**config.mk**
```make
export PLATFORM = sky130hd
export DESIGN_NAME = ddp_result_receiver_flat
export DESIGN_NICKNAME = d
export VERILOG_FILES = /design/src/rtl/ddp_result_receiver_if.sv /design/src/rtl/ddp_result_receiver.sv /design/src/flat_wrapper.sv
export SDC_FILE = /design/constraint.sdc
export NUM_CORES = 1
export LEC_CHECK = 0
export CAP_MARGIN = 20
export CORE_MARGIN = 2
export CORE_UTILIZATION = 35
export DETAILED_ROUTE_END_ITERATION = 7
export PLACE_DENSITY = 0.61
export RECOVER_POWER = 100
export SYNTH_ARGS = -nofsm -noshare
export SYNTH_HDL_FRONTEND = slang
export SYNTH_SLANG_ARGS = --single-unit
```
**constraint.sdc**
```tcl
create_clock -name CLK -period 5.7 [get_ports CLK]
set_clock_uncertainty 0.15 [all_clocks]
set_input_delay 0.57 -clock CLK [delete_from_list [all_inputs] [get_ports CLK]]
set_output_delay 0.57 -clock CLK [all_outputs]
set_load 0.03 [all_outputs]
```
**src/rtl/ddp_result_receiver_if.sv**
```systemverilog
// Bundle of DDP-side Send/Ack packet signals and host-side valid/ready packet view.
// The slave modport is the receiver; the master modport is the DDP plus host logic.
interface ddp_result_receiver_if;
    logic        Send_in;
    logic [37:0] PACKET_IN;
    logic        Ack_out;
    logic        pkt_valid;
    logic        pkt_ready;
    logic [37:0] PKT;
    logic [6:0]  PKT_NODE;
    logic        PKT_LR;
    logic        PKT_JOIN;
    logic [15:0] PKT_DATA;

    modport slave (
        input  Send_in, PACKET_IN, pkt_ready,
        output Ack_out, pkt_valid, PKT, PKT_NODE, PKT_LR, PKT_JOIN, PKT_DATA
    );

    modport master (
        output Send_in, PACKET_IN, pkt_ready,
        input  Ack_out, pkt_valid, PKT, PKT_NODE, PKT_LR, PKT_JOIN, PKT_DATA
    );
endinterface

```
**src/rtl/ddp_result_receiver.sv**
```systemverilog
// Receives DDP result packets over the bundled-data Send/Ack channel, buffers them
// in a small FIFO and presents the head with decoded fields on a valid/ready port.
module ddp_result_receiver #(
    parameter int DEPTH = 4,
    parameter int ACK_W = 2,
    parameter int CNT_W = 16
) (
    input  logic                 CLK,
    input  logic                 MR,
    ddp_result_receiver_if.slave bus,
    output logic [CNT_W-1:0]     rx_count,
    output logic [7:0]           hdr_err,
    output logic [1:0]           state_dbg
);
    // Handshakes: DDP side is 4-phase, active-low: Send_in falls with PACKET_IN stable,
    // Ack_out pulses low for ACK_W cycles once the packet is taken, then Send_in must
    // return high before another capture. Host side: the head moves on pkt_valid && pkt_ready.
    localparam int AW     = $clog2(DEPTH);
    localparam int ACK_CW = $clog2(ACK_W + 1);
    localparam logic [AW:0]       FULL_CNT = (AW + 1)'(DEPTH);
    localparam logic [AW:0]       CNT_ONE  = (AW + 1)'(1);
    localparam logic [ACK_CW-1:0] ACK_LOAD = ACK_CW'(ACK_W);
    localparam logic [ACK_CW-1:0] ACK_ONE  = ACK_CW'(1);

    typedef enum logic [1:0] {
        WAIT_REQ = 2'd0,
        ACK      = 2'd1,
        WAIT_REL = 2'd2
    } state_t;

    state_t            state;
    logic              ack;
    logic [ACK_CW-1:0] ack_cnt;
    logic              send_meta;
    logic              s_send;

    logic [37:0]       mem [DEPTH];
    logic [AW-1:0]     wr_ptr;
    logic [AW-1:0]     rd_ptr;
    logic [AW:0]       count;
    logic [AW:0]       count_next;
    logic              full;
    logic              empty;
    logic [37:0]       head;

    logic              capture;
    logic              hdr_ok;
    logic              wr_en;
    logic              rd_en;

    always_ff @(posedge CLK or posedge MR) begin
        if (MR) begin
            send_meta <= 1'b1;
            s_send    <= 1'b1;
        end else begin
            send_meta <= bus.Send_in;
            s_send    <= send_meta;
        end
    end

    // Full is the registered pre-edge value, so a same-cycle read never admits a capture.
    assign capture = (state == WAIT_REQ) && !s_send && !full;
    assign hdr_ok  = (bus.PACKET_IN[37:35] == 3'b111);
    assign wr_en   = capture && hdr_ok;
    assign rd_en   = !empty && bus.pkt_ready;

    always_ff @(posedge CLK or posedge MR) begin
        if (MR) begin
            state   <= WAIT_REQ;
            ack     <= 1'b1;
            ack_cnt <= '0;
        end else begin
            case (state)
                WAIT_REQ: begin
                    if (capture) begin
                        ack     <= 1'b0;
                        ack_cnt <= ACK_LOAD;
                        state   <= ACK;
                    end
                end
                ACK: begin
                    if (ack_cnt <= ACK_ONE) begin
                        ack   <= 1'b1;
                        state <= WAIT_REL;
                    end else begin
                        ack_cnt <= ack_cnt - ACK_ONE;
                    end
                end
                WAIT_REL: begin
                    if (s_send) state <= WAIT_REQ;
                end
                default: begin
                    ack   <= 1'b1;
                    state <= WAIT_REQ;
                end
            endcase
        end
    end

    always_ff @(posedge CLK or posedge MR) begin
        if (MR) begin
            rx_count <= '0;
            hdr_err  <= '0;
        end else begin
            if (wr_en) rx_count <= rx_count + CNT_W'(1);
            if (capture && !hdr_ok && hdr_err != 8'hFF) hdr_err <= hdr_err + 8'd1;
        end
    end

    always_comb begin
        count_next = count;
        case ({wr_en, rd_en})
            2'b10:   count_next = count + CNT_ONE;
            2'b01:   count_next = count - CNT_ONE;
            default: count_next = count;
        endcase
    end

    always_ff @(posedge CLK or posedge MR) begin
        if (MR) begin
            wr_ptr <= '0;
            rd_ptr <= '0;
            count  <= '0;
            full   <= 1'b0;
            empty  <= 1'b1;
        end else begin
            if (wr_en) wr_ptr <= wr_ptr + AW'(1);
            if (rd_en) rd_ptr <= rd_ptr + AW'(1);
            count <= count_next;
            full  <= (count_next == FULL_CNT);
            empty <= (count_next == '0);
        end
    end

    always_ff @(posedge CLK) begin
        if (wr_en) mem[wr_ptr] <= bus.PACKET_IN;
    end

    assign head          = empty ? 38'd0 : mem[rd_ptr];
    assign bus.Ack_out   = ack;
    assign bus.pkt_valid = !empty;
    assign bus.PKT       = head;
    assign bus.PKT_NODE  = head[26:20];
    assign bus.PKT_LR    = head[19];
    assign bus.PKT_JOIN  = head[18];
    assign bus.PKT_DATA  = head[15:0];
    assign state_dbg     = state;
endmodule

```
**src/flat_wrapper.sv**
```systemverilog
// flat-port wrapper written by rule: the top's interface ports become plain ports
module ddp_result_receiver_flat 
#(
    parameter int DEPTH = 4,
    parameter int ACK_W = 2,
    parameter int CNT_W = 16
)
  (CLK, MR, rx_count, hdr_err, state_dbg, bus_Send_in, bus_PACKET_IN, bus_pkt_ready, bus_Ack_out, bus_pkt_valid, bus_PKT, bus_PKT_NODE, bus_PKT_LR, bus_PKT_JOIN, bus_PKT_DATA);
  ddp_result_receiver_if bus_i ();
  input  logic CLK;
  input  logic MR;
  output logic [CNT_W-1:0] rx_count;
  output logic [7:0] hdr_err;
  output logic [1:0] state_dbg;
  input wire logic [$bits(bus_i.Send_in)-1:0] bus_Send_in;
  input wire logic [$bits(bus_i.PACKET_IN)-1:0] bus_PACKET_IN;
  input wire logic [$bits(bus_i.pkt_ready)-1:0] bus_pkt_ready;
  output wire logic [$bits(bus_i.Ack_out)-1:0] bus_Ack_out;
  output wire logic [$bits(bus_i.pkt_valid)-1:0] bus_pkt_valid;
  output wire logic [$bits(bus_i.PKT)-1:0] bus_PKT;
  output wire logic [$bits(bus_i.PKT_NODE)-1:0] bus_PKT_NODE;
  output wire logic [$bits(bus_i.PKT_LR)-1:0] bus_PKT_LR;
  output wire logic [$bits(bus_i.PKT_JOIN)-1:0] bus_PKT_JOIN;
  output wire logic [$bits(bus_i.PKT_DATA)-1:0] bus_PKT_DATA;
  assign bus_i.Send_in = bus_Send_in;
  assign bus_i.PACKET_IN = bus_PACKET_IN;
  assign bus_i.pkt_ready = bus_pkt_ready;
  assign bus_Ack_out = bus_i.Ack_out;
  assign bus_pkt_valid = bus_i.pkt_valid;
  assign bus_PKT = bus_i.PKT;
  assign bus_PKT_NODE = bus_i.PKT_NODE;
  assign bus_PKT_LR = bus_i.PKT_LR;
  assign bus_PKT_JOIN = bus_i.PKT_JOIN;
  assign bus_PKT_DATA = bus_i.PKT_DATA;
  ddp_result_receiver #(.DEPTH(DEPTH), .ACK_W(ACK_W), .CNT_W(CNT_W)) u_core (.CLK(CLK), .MR(MR), .bus(bus_i), .rx_count(rx_count), .hdr_err(hdr_err), .state_dbg(state_dbg));
endmodule
```
==> flow_metrics.tcl <==
set metrics [dict create \
    status "finished, violations left" \
    violations "max-capacitance violations, max-slew violations" \
    cp.required_ns 5.56 \
    period_share_pct 80.9 \
    ys_warn_count 0 \
    instances_no_fill 828 \
    r2r_setup_slack_ns 1.09 \
    coreArea_sq_um 21800 \
    avgSynthCellArea_sq_um 18.4 \
    insertion_delay_ns 0.42 \
    p_sw_mw 1.69 \
    totalNegativeSetupSlack_ns 0 \
    final_nets 586 \
    ios 133 \
    path_delay_family "simple AND/OR/NAND/NOR gates" \
    ys_types 31 \
    cts_made_buffers 17 \
    drive_gt1_share_pct 14.2 \
    grt_first_pass_wirelength_microns 22800 \
    yosysMostFrequentCell "edfxtp_1" \
    hold_viol 0 \
    tightest_slew_ns 2.19 \
    critPathMaxFanout 26 \
    synth_top_area_cell "edfxtp_1" \
    power_frac_clock_pct 24.5 \
    rsz0062_at_grt "false" \
    end_kind "flop" \
    synth_fp_nets 470 \
    path_buf_inv 1 \
    grt_max_degree 41 \
    post_cts_buffers 0 \
    viasPerCell 4.74 \
    combPwrFrac_pct 38.1 \
    arrival_ns 4.47 \
    timing.rr.start "u_core.state_dbg[0]" \
    drt_iter0_drc 199 \
    setup_viol 0 \
    relSlewSlack_pct -46.0 \
    netlist_instances 419 \
    start_kind "flop" \
    place_inst 794 \
    drv_cap 3 \
    gr-total-overflow 0 \
    gp_congestion 0.730 \
    worst-setup-path-type "flop to flop" \
    ir_drop_uv 260 \
    antenna_cells 0 \
    grt_pass1_vias 4187 \
    drc 0 \
    slew_viol_final 93 \
    dr.pass1.iters 6 \
    cts_resized 0 \
    synth_top_cell_area_share_pct 59.2 \
    yosysSeqAreaShare_pct 72.2 \
    period_needed_ns 4.61 \
    p_per_area_nw_per_um2 498 \
    max_stage_delay_ns 1.32 \
    wl_per_cell_microns 17.4 \
    io_buffers 132 \
    drt-total-wl_microns 14400 \
    synthTopCellsByCount "edfxtp_1, and2_1, mux4_2, dfrtp_1, buf_4" \
    area_delta_synth_final_pct 26.5 \
    synth.area.top_cells "edfxtp_1, dfrtp_1, mux4_2, and2_1, buf_4" \
    path_cells "or4_1 -> nor2_1 -> and2_0 -> clkbuf_1" \
    slowest_stage "clkbuf_1" \
    hp-class "flop to flop" \
    mappedNetlistArea_sq_um 7720 \
    post-dp-hpwl_microns 8940 \
    p_leak_nw 3.47 \
    holdWs_ns 0.208 \
    die_h_microns 152 \
    hold_buffers 0 \
    synth_flop_cell "edfxtp_1" \
    crit_start "u_core.state_dbg[0]" \
    cts_max_level 4 \
    p_sw_share_pct 34.7 \
    die-area_sq_um 23300 \
    clock_path_buffers 2 \
    p_int_mw 3.17 \
    cts-root-buf "clkbuf_16" \
    clock-sinks 192 \
    cts_tree "built" \
    fmax_mhz 217 \
    hold_start "u_core.send_meta" \
    routed-via-count 3928 \
    clk_pin_slew_ns 0.06 \
    fp.dieW_microns 152 \
    synth-async-reset-ratio_pct 20.8 \
    ant_nets 0 \
    row_count 54 \
    ys_ff_latch 192 \
    p_seq_share_pct 37.4 \
    antenna_found_initial 2 \
    start_util_pct 35.5 \
    synth_edf_count 152 \
    grt_usage_pct 12.9 \
]
==> per-stage QoR <==
step	total power, mW	util, %	worst slack (ns)	area, sq um
2_1_floorplan	3.19	-	2.59	7720
3_3_place_gp	3.81	42.1	2.06	9150
3_5_place_dp	3.86	42.2	1.86	9180
4_1_cts	5.05	44.9	1.71	9780
5_1_grt	5.10	44.9	0.783	9760
6_report	4.86	44.9	1.09	9760
==> worst paths after layout <==
path / end / depth (start not counted)
min in group asynchronous: u_core.rd_ptr[1] / 3
max in group asynchronous: u_core.rd_ptr[1] / 3
worst min-delay path: u_core.s_send / 0
worst min register to register: u_core.s_send / 0
worst max register to register: u_core.mem[1][22] / 4
worst max-delay path: u_core.mem[1][22] / 4
==> cell usage in the layout (no fill, tap or decap), types with 2 or more instances in the layout <==
cell               n
dfrtp_1           35
mux4_2            38
nor2b_1            2
bufinv_16          3
clkbuf_8           3
clkdlybuf4s50_1    2
mux2_2             3
clkinv_1           2
and2_2             2
dlygate4sd3_1    130
nor2_1             7
nand4_1            4
edfxtp_1         152
o21ai_0            6
ha_1               8
and2_1            38
inv_1              8
nor4_1             3
xnor2_1           17
nor3_1             4
nand3_1           11
nand2_1           13
xor2_1            11
clkbuf_16         17
dfstp_2            4
and4_1             3
and2_0             2
clkbuf_1           7
==> worst reg2reg max path, stage by stage, from the launching register on <==
cell	delay, ns
dfrtp_1	0.47
or4_1	0.69
nor2_1	0.68
and2_0	0.88
clkbuf_1	1.32
==> per-layer routing <==
metal	share of wire (%)	up-vias	global-route usage, %
li1	-	1798	-
met1	44	1988	16.3
met2	49	124	21.0
met3	6.0	14	4.72
met4	0.78	4	3.48
met5	0.16	-	0
==> area by class of cell <==
class                      count  area (sq um)
clock inverter                 7           110
sequential                   192          5570
fill                        1904         12000
multi-input combinational    179          1830
tap                          280           350
inverter                       8          30.0
timing repair buffer         137          1380
clock buffer                  25           485
==> flip-flops by register name, summed over array words and instances, names as in the netlist <==
signal	cells
u_core.full	1
u_core.state_dbg	2
u_core.bus.Ack_out	1
u_core.send_meta	1
u_core.count	3
u_core.s_send	1
u_core.rx_count	16
u_core.mem	152
u_core.ack_cnt	2
u_core.empty	1
u_core.wr_ptr	2
u_core.rd_ptr	2
u_core.hdr_err	8
==> power by group through the flow <==
stage          registers [mW]  clock network, mW  logic (mW)
2_1_floorplan            1.80                  0        1.38
3_3_place_gp             1.85                  0        1.96
3_5_place_dp             1.86                  0        2.00
4_1_cts                  1.83               1.22        2.00
5_1_grt                  1.85               1.28        1.97
6_report                 1.82               1.19        1.85
==> logic make-up after synthesis <==
group | Yosys count | share of synthesized area [%]
and+or+nand+nor | 93 | 7.20
AOI/OAI and AO/OA | 8 | 0.616
buffers and inverters | 48 | 3.73
DFF | 192 | 72.2
adders and majority gates | 9 | 1.56
muxes | 41 | 11.5
xor gates and xnor gates | 28 | 3.18
(Power assumes the default switching activity.)
